$ cat src/rtl/fetch_stage_pkg.sv
// Shared types and constants for the instruction fetch stage.
package fetch_stage_pkg;

  typedef logic [31:0] instruction_type;

  localparam instruction_type NOP_INSTR = 32'h0000_0013;

  typedef struct packed {
    instruction_type instr;
    logic [31:0]     pc;
  } fetch_entry_type;

endpackage

$ cat src/rtl/fetch_fifo.sv
// Prefetch FIFO holding {instruction, pc} entries between imem responses and decode.
module fetch_fifo
  import fetch_stage_pkg::*;
#(
  parameter int unsigned DEPTH = 4,
  localparam int unsigned AW = $clog2(DEPTH)
) (
  input  logic            clk,
  input  logic            reset,
  input  logic            push,
  input  fetch_entry_type push_entry,
  input  logic            pop,
  input  logic            flush,
  output fetch_entry_type head,
  output logic            empty,
  output logic [AW:0]     count
);

  localparam logic [AW:0] PtrOne = (AW + 1)'(1);

  // Extra MSB on each pointer separates full from empty.
  logic [AW:0]     wr_ptr_q, rd_ptr_q;
  fetch_entry_type mem_q [DEPTH];

  always_ff @(posedge clk or posedge reset) begin
    if (reset) begin
      wr_ptr_q <= '0;
      rd_ptr_q <= '0;
    end else if (flush) begin
      wr_ptr_q <= '0;
      rd_ptr_q <= '0;
    end else begin
      if (push) wr_ptr_q <= wr_ptr_q + PtrOne;
      if (pop)  rd_ptr_q <= rd_ptr_q + PtrOne;
    end
  end

  always_ff @(posedge clk) begin
    if (push && !flush) mem_q[wr_ptr_q[AW-1:0]] <= push_entry;
  end

  assign head  = mem_q[rd_ptr_q[AW-1:0]];
  assign empty = (wr_ptr_q == rd_ptr_q);
  assign count = wr_ptr_q - rd_ptr_q;

endmodule

$ cat src/rtl/fetch_stage.sv
// Instruction fetch: owns the PC, issues credit-limited imem reads, buffers responses for decode.
module fetch_stage
  import fetch_stage_pkg::*;
#(
  parameter logic [31:0] RESET_PC   = 32'h0000_0000,
  parameter int unsigned FIFO_DEPTH = 4
) (
  input  logic            clk,
  input  logic            reset,
  output logic            imem_req_valid,
  input  logic            imem_req_ready,
  output logic [31:0]     imem_req_addr,
  input  logic            imem_resp_valid,
  input  logic [31:0]     imem_resp_data,
  input  logic            stall,
  input  logic            redirect_valid,
  input  logic [31:0]     redirect_pc,
  output logic            out_valid,
  output instruction_type out_instruction,
  output logic [31:0]     out_pc
);

  localparam int unsigned CW = $clog2(FIFO_DEPTH) + 1;
  localparam logic [CW:0] DepthW = (CW + 1)'(FIFO_DEPTH);
  localparam logic [31:0] ResetPcAligned = {RESET_PC[31:2], 2'b00};

  logic [31:0]     fetch_pc_q, fetch_pc_d;
  logic [31:0]     resp_pc_q, resp_pc_d;
  logic [CW-1:0]   inflight_q, inflight_d;
  logic [CW-1:0]   drop_cnt_q, drop_cnt_d;
  logic [CW-1:0]   fifo_count;
  logic [CW:0]     credit_used;
  logic            fifo_empty, fifo_push, fifo_pop, req_fire;
  logic [31:0]     redirect_aligned;
  fetch_entry_type fifo_head, push_entry;
  logic            unused_redirect_bits;

  assign unused_redirect_bits = ^redirect_pc[1:0];
  assign redirect_aligned     = {redirect_pc[31:2], 2'b00};

  // Buffered plus outstanding words may never exceed the FIFO, so a push always has room.
  assign credit_used    = {1'b0, fifo_count} + {1'b0, inflight_q};
  assign imem_req_valid = !reset && !redirect_valid && (credit_used < DepthW);
  assign imem_req_addr  = fetch_pc_q;
  assign req_fire       = imem_req_valid && imem_req_ready;

  assign fifo_push  = imem_resp_valid && !redirect_valid && (drop_cnt_q == '0);
  assign fifo_pop   = !fifo_empty && !stall && !redirect_valid;
  assign push_entry = '{instr: imem_resp_data, pc: resp_pc_q};

  always_comb begin
    fetch_pc_d = fetch_pc_q;
    resp_pc_d  = resp_pc_q;
    inflight_d = inflight_q;
    drop_cnt_d = drop_cnt_q;
    if (redirect_valid) begin
      fetch_pc_d = redirect_aligned;
      resp_pc_d  = redirect_aligned;
      // Every response still owed belongs to the old path; one arriving now is already gone.
      inflight_d = inflight_q - CW'(imem_resp_valid);
      drop_cnt_d = inflight_q - CW'(imem_resp_valid);
    end else begin
      if (req_fire) fetch_pc_d = fetch_pc_q + 32'd4;
      inflight_d = inflight_q + CW'(req_fire) - CW'(imem_resp_valid);
      if (imem_resp_valid && (drop_cnt_q != '0)) drop_cnt_d = drop_cnt_q - CW'(1);
      if (fifo_push) resp_pc_d = resp_pc_q + 32'd4;
    end
  end

  always_ff @(posedge clk or posedge reset) begin
    if (reset) begin
      fetch_pc_q <= ResetPcAligned;
      resp_pc_q  <= ResetPcAligned;
      inflight_q <= '0;
      drop_cnt_q <= '0;
    end else begin
      fetch_pc_q <= fetch_pc_d;
      resp_pc_q  <= resp_pc_d;
      inflight_q <= inflight_d;
      drop_cnt_q <= drop_cnt_d;
    end
  end

  fetch_fifo #(
    .DEPTH (FIFO_DEPTH)
  ) u_fifo (
    .clk        (clk),
    .reset      (reset),
    .push       (fifo_push),
    .push_entry (push_entry),
    .pop        (fifo_pop),
    .flush      (redirect_valid),
    .head       (fifo_head),
    .empty      (fifo_empty),
    .count      (fifo_count)
  );

  assign out_valid       = !fifo_empty;
  assign out_instruction = fifo_empty ? NOP_INSTR : fifo_head.instr;
  assign out_pc          = fifo_empty ? 32'h0 : fifo_head.pc;

endmodule

$ cat config.mk
export PLATFORM = sky130hd
export DESIGN_NAME = fetch_stage
export DESIGN_NICKNAME = d
export VERILOG_FILES = /design/src/rtl/fetch_stage_pkg.sv /design/src/rtl/fetch_fifo.sv /design/src/rtl/fetch_stage.sv
export SDC_FILE = /design/constraint.sdc
export NUM_CORES = 1
export LEC_CHECK = 0
export ABC_AREA = 1
export CORE_ASPECT_RATIO = 1.2
export CORE_MARGIN = 2
export CORE_UTILIZATION = 62
export DETAILED_ROUTE_END_ITERATION = 8
export PLACE_DENSITY = 0.85
export SLEW_MARGIN = 10
export SYNTH_ARGS = -nofsm -noshare
export SYNTH_HDL_FRONTEND = slang
export SYNTH_HIERARCHICAL = 1
export SYNTH_SLANG_ARGS = --single-unit
$ cat constraint.sdc
create_clock -name clk -period 10.2 [get_ports clk]
set_input_delay 3.06 -clock clk [delete_from_list [all_inputs] [get_ports clk]]
set_output_delay 3.06 -clock clk [all_outputs]
set_load 0.02 [all_outputs]
After elaboration in Yosys (flattened, before gate mapping):

Memory sizes are Yosys's and may differ from the RTL's.
Cells that the tools add are included.

* bits in writable memories: 256
* register bits after elaboration: 76
* word-level logic and storage cells: 53
* bits in latches: 0
* bits in read-only memories: 0
* input bits: 70
* output and inout bits: 98
* memories: 1

* shifts and indexed selects: 0
* order comparisons: 1
* reduce and logical (&&, ||, !) cells: 19
* divide/modulo/power cells: 0
* $mul: 0
* bitwise logic cells: 0
* multiplexer cells: 15
* equal/unequal tests: 1
* $add $sub $neg: 10

Memories
* u_fifo.mem_q: words 4, width 64, rd ports 1, clocked after Yosys merged registers in 0, wr ports 1, line fetch_fifo.sv:23 `fetch_entry_type mem_q [DEPTH];`

Operators with widths (count)
* $mux 32: 6
* $add 32x3->32 const B: 2
* $mux 3: 7
* $logic_and 1x1->1: 9
* $reduce_bool 2->1: 4
* $add 3x1->3 const B: 2
* $sub 3x1->3: 2
* $add 3x3->4: 1
* $logic_not 1->1: 4
* $lt 4x3->1 const B: 1
* $add 3x1->3: 1
* $eq 3x3->1: 1
* $logic_not 3->1: 1
* $reduce_bool 3->1: 1
* $sub 3x1->3 const B: 1
* $sub 3x3->3: 1
* $mux 1: 2

Depth between registers and ports, before layout:

* depth after elaboration: 8
* mapped depth: 16
* mapped depth without buffers: 15

Hierarchy:

The synthesis kept the hierarchy.

By module, submodules not included
* fetch_fifo: cells an instance 1065, instances 1, seq. area each 7837.5 um^2, area an instance 11180.7 um^2
* fetch_stage: cells an instance 833, instances 1, seq. area each 1651.6 um^2, area an instance 5202.5 um^2

Worst setup path before layout:

OpenSTA, ideal clock, no wires.

* kind: input port to flip-flop
* start point: input port imem_resp_valid
* end point: memory u_fifo/mem_q[0][0] (netlist name), enable pin
* cell stages on the path: 7
* data arrival time: 6.541 ns
* buffers on the path: 1
* required time: 9.714 ns
* slack: 3.173 ns
* library setup time: 0.486 ns
* path through: inv_1 -> nor2_2 -> nand2_1 -> clkinv_1 -> buf_2 -> nand2_1 -> nor2_1

* longest elaborated chain between the ends: 5

Ends and longest elaborated chain
* start: declaration: line fetch_stage.sv:13 `input logic imem_resp_valid,`
* $logic_and 1x1->1 (2 in a row): line fetch_stage.sv:47 `assign fifo_push = imem_resp_valid && !redirect_valid && (drop_cnt_q == '0);`
* named net fifo_push: line fetch_stage.sv:33 `logic fifo_empty, fifo_push, fifo_pop, req_fire;`
* $logic_and 1x1->1: line fetch_fifo.sv:39 `if (push && !flush) mem_q[wr_ptr_q[AW-1:0]] <= push_entry;`
* $mux 1: line fetch_fifo.sv:39
* $mux 1 (not written as such): line fetch_fifo.sv:39
* end: declaration: line fetch_fifo.sv:23

The timed path passes the listed nets, and every way through them passes these cells.

Worst setup path after layout:

* start point: input port redirect_valid
* end point: output port imem_req_valid

* longest elaborated chain between the ends: 3

Ends and longest elaborated chain
* start: declaration: line fetch_stage.sv:16 `input logic redirect_valid,`
* $logic_not 1->1: line fetch_stage.sv:43 `assign imem_req_valid = !reset && !redirect_valid && (credit_used < DepthW);`
* $logic_and 1x1->1 (2 in a row): line fetch_stage.sv:43
* end: declaration: line fetch_stage.sv:10 `output logic imem_req_valid,`

No other way between the ends.

==> impl_metrics.csv <==
group,metric,value,unit
timing,timing.clock.skew,0.0332,ns
timing,timing.slew.headroom,32.6,%
cells_and_area,finish.cell_count_without_fillers,2404,
placed_design,dp_hpwl,23.6,mm
clock_network,post-cts-setup-buffer-count,0,
worst_setup_path,r2r_end,"inflight_q[2]",
clock_network,cts_inserted_buffers,30,
run,max_cap_viols,0,
clock_network,root_buffer_cell,"sky130_fd_sc_hd__clkbuf_16",
worst_setup_path,cp_required,7.14,ns
global_routing,grt.overflow.total,0,
clock_network,ctsHtreeMaxLevel,1,
yosys,post_synth_xor_area_fraction,1.23,%
timing,clock.fmax,0.126,GHz
route,route.detailed.vias_per_inst,5.30,
timing,min_tclk_post_route,7.91,ns
power_and_ir_drop,seq_power_share,47.9,%
global_routing,antenna_violations_before_repair,0,
worst_setup_path,crit_path_end_kind,"output port",
cells_and_area,layout-drive-gt1-share,4.59,%
global_routing,globalRouteTotalUtil,26.7,%
yosys,yosys_register_bits,328,
cells_and_area,finish.net_count,2135,
floorplanning,die_area,0.0277,mm2
yosys,synthesis.area,0.0164,mm2
yosys,predominant_post_synthesis_flop_cell,"sky130_fd_sc_hd__edfxtp_1",
yosys,synthesis.area_per_instance,8.63,um2
placed_design,cells_after_dpl,2349,
worst_setup_path,worst_r2r_path_depth,14,
yosys,yosysSeqAreaShare,57.9,%
floorplanning,dieHeight,182,um
timing,timing_max_transition_violations_final,0,
clock_network,postCtsHoldBufs,0,
worst_setup_path,cpMaxStageDelayCell,"sky130_fd_sc_hd__clkdlybuf4s50_1",
hold_path,type_of_the_worst_min_delay_path,"flip-flop to flip-flop",
global_routing,maximum_number_of_pins_on_one_net_before_global_route_repair,91,
run_status,result_of_the_run,"completed",
floorplanning,row_count,65,
hold_path,hold_path.startpoint,"resp_pc_q[5]",
yosys,synthAdderAreaFrac,1.54,%
route,vias,12700,
yosys,synth_top_area_share,46.9,%
timing,slew_of_the_pin_with_the_lowest_slew_margin,1.01,ns
route,detailedRoute.firstPassIterationCount,7,
power_and_ir_drop,power.internal,2.45,mW
cells_and_area,layout.filler_cells,1780,
yosys,yosys_warnings,6,
yosys,synthCells,1898,
clock_network,clock_net_sink_count,328,
yosys,synth_compound_area_share,2.76,%
floorplanning,core_area,0.0261,mm2
yosys,ranking_of_synthesized_cells_by_area,"sky130_fd_sc_hd__edfxtp_1 47%, sky130_fd_sc_hd__nand2_1 13%, sky130_fd_sc_hd__dfrtp_1 11%",
route,routed_wire_per_std_cell,15.5,um
yosys,yosysMostFrequentCell,"sky130_fd_sc_hd__nand2_1",
yosys,yosys.area.top_type,"sky130_fd_sc_hd__edfxtp_1",
worst_setup_path,timing.critical_path.from_type,"input pin",
worst_setup_path,crit_path_frequent_cell,"sky130_fd_sc_hd__clkdlybuf4s50_1",
power_and_ir_drop,clkPwrFrac,33.7,%
yosys,fraction_of_synthesized_area_in_multiplexers,0,%
clock_network,tritoncts,"yes",
power_and_ir_drop,power.density,177,mW/mm2
worst_setup_path,criticalPathCategory,"input pin to output port",
floorplanning,start_util,62.8,%
power_and_ir_drop,switching_share_of_total_power,27.9,%
yosys,combinational_family_with_the_most_area_after_synthesis,"simple AND/OR/NAND/NOR gates",
yosys,synth-async-reset-ratio,22.0,%
global_routing,grt_pass1_wl,59.8,mm
cells_and_area,n_antenna_cell,0,
placed_design,globalplace.congestion,0.959,
cells_and_area,syn2layout_area_growth,17.5,%
yosys,post_synth_most_frequent_cells,"572 x sky130_fd_sc_hd__nand2_1, 418 x sky130_fd_sc_hd__inv_1, 256 x sky130_fd_sc_hd__edfxtp_1",
route,drt_iter0_drc,1034,
timing,finalHoldViolations,0,
route,detail-route-antenna-nets,0,
clock_network,clockBufferDepth,3,
placed_design,buffer_ports.inserted,163,
worst_setup_path,critical_path_data_arrival_time,4.85,ns
worst_setup_path,r2r-start,"u_fifo/rd_ptr_q[0]",
power_and_ir_drop,power.ir.vdd_worst,0.122,mV
worst_setup_path,critical-path-max-stage-delay,0.63,ns
timing,setup-violations-final,0,
clock_network,clk-insertion-delay-late,0.57,ns
floorplanning,die_extent_in_x,152,um
cells_and_area,design_area,0.0193,mm2
clock_network,post_cts_resized,0,
power_and_ir_drop,p_leak,8.86,nW
yosys,netlist-cell-type-count,40,
placed_design,dpl-instance-area,0.0182,mm2
timing,layout_worst_path_cycle_share,77.6,%
hold_path,worstHoldPathCells,0,
floorplanning,top_level_i_o_count,168,
yosys,yosys.area_share.simple,24.6,%
power_and_ir_drop,post-layout-total-power,3.40,mW
yosys,synth-edff-count,256,
worst_setup_path,cp_max_fo,45,
power_and_ir_drop,power_switching,948,uW
global_routing,number_of_global_route_vias_before_repair,12700,
worst_setup_path,regToRegSetupSlack,6.10,ns
hold_path,timing.hold.worst_endpoint,"u_fifo/mem_q[1][5]",
clock_network,clk_pin_slew_worst_paths,0.06,ns
timing,grt_setup_unrepaired,"no",
route,drc_violation_count_after_routing,0,
power_and_ir_drop,power_frac_comb,18.4,%
worst_setup_path,timing.critical_path.cells,"clkdlybuf4s50_1 > buf_4 > or2_4 > nor3_1 > clkdlybuf4s50_1",
timing,tns,0,ns
route,postRouteWirelength,37.3,mm
-- sequential cells by signal, indices dropped and copies added (netlist names) --
| name | cells |
|---|---|
| resp_pc_q | 30 |
| u_fifo/rd_ptr_q | 3 |
| u_fifo/wr_ptr_q | 3 |
| inflight_q | 3 |
| drop_cnt_q | 3 |
| imem_req_addr | 30 |
| u_fifo/mem_q | 256 |
-- routing by layer --
layer  wire, um  global-route usage (%)  vias to the layer above  part of all wire, %
li1           -                       -                     6159                    -
met1      14000                    31.1                     5922                   38
met2      19100                    49.1                      539                   51
met3       2450                    2.59                      124                  6.6
met4       1690                    14.0                        0                  4.5
met5          0                       0                        -                    0
-- through the flow --
stage	setup WS (ns)	utilization [%]	hold slack (ns)
4_1_cts	2.27	73.8	0.566
6_report	2.29	73.8	0.570
2_1_floorplan	3.17	-	0.496
5_1_grt	2.20	73.8	0.603
3_3_place_gp	2.28	69.9	0.533
3_5_place_dp	2.27	69.9	0.554
-- worst max-delay path: cells and delay by family --
family	cells	cell delay, ns
buffers and inverters	3	1.30
AND/OR/NAND/NOR	2	0.49
-- cell type report --
type	count	area, um2	area share [%]
Timing Repair Buffer	176	1730	8.98
Multi-Input combinational cell	1089	5020	26.1
Tap cell	335	419	2.18
Clock inverter	13	176	0.916
Inverter	421	1580	8.21
Clock buffer	42	837	4.35
Sequential cell	328	9490	49.3
-- how the worst max path moves through the flow --
stage                     from                  to  slack (ns)
6_report        redirect_valid      imem_req_valid        2.29
5_1_grt         redirect_valid      imem_req_valid        2.20
4_1_cts         redirect_valid      imem_req_valid        2.27
3_5_place_dp    redirect_valid      imem_req_valid        2.27
3_3_place_gp    redirect_valid      imem_req_valid        2.28
2_1_floorplan  imem_resp_valid  u_fifo/mem_q[0][0]        3.17
-- layout by cell type, fill, tap and decap left out, drive strengths merged --
cell / instances
edfxtp: 256
a21oi: 12
xor2: 20
bufinv: 4
fa: 2
nand3b: 8
nand3: 212
buf: 13
clkdlybuf4s50: 163
clkbuf: 42
a31oi: 3
o21a: 1
clkinv: 5
nor2: 143
inv: 420
o21ai: 34
o311ai: 1
nand4: 7
o21bai: 7
nor3b: 1
nor3: 9
conb: 10
o211ai: 13
clkinvlp: 5
ha: 17
o221ai: 2
nand2: 576
dfrtp: 72
or2: 8
xnor2: 3
-- logic make-up (layout without fill, tap and decap cells) --
| group | after synthesis | after routing |
|---|---|---|
| AO/OA/AOI/OAI | 73 | 73 |
| adder cells (fa/ha/maj) | 19 | 19 |
| flip-flops | 328 | 328 |
| XOR/XNOR | 23 | 23 |
| other | 1 | 10 |
| AND/OR/NAND/NOR | 964 | 964 |
| buffers and inverters | 490 | 652 |
-- power by group through the flow --
stage / logic [mW] / registers, mW / clock network (mW)
6_report: 0.626 / 1.63 / 1.14
3_5_place_dp: 0.622 / 1.65 / 0
2_1_floorplan: 0.377 / 1.65 / 0
4_1_cts: 0.627 / 1.63 / 1.16
5_1_grt: 0.692 / 1.64 / 1.21
3_3_place_gp: 0.599 / 1.65 / 0
(Power assumes the default switching activity.)
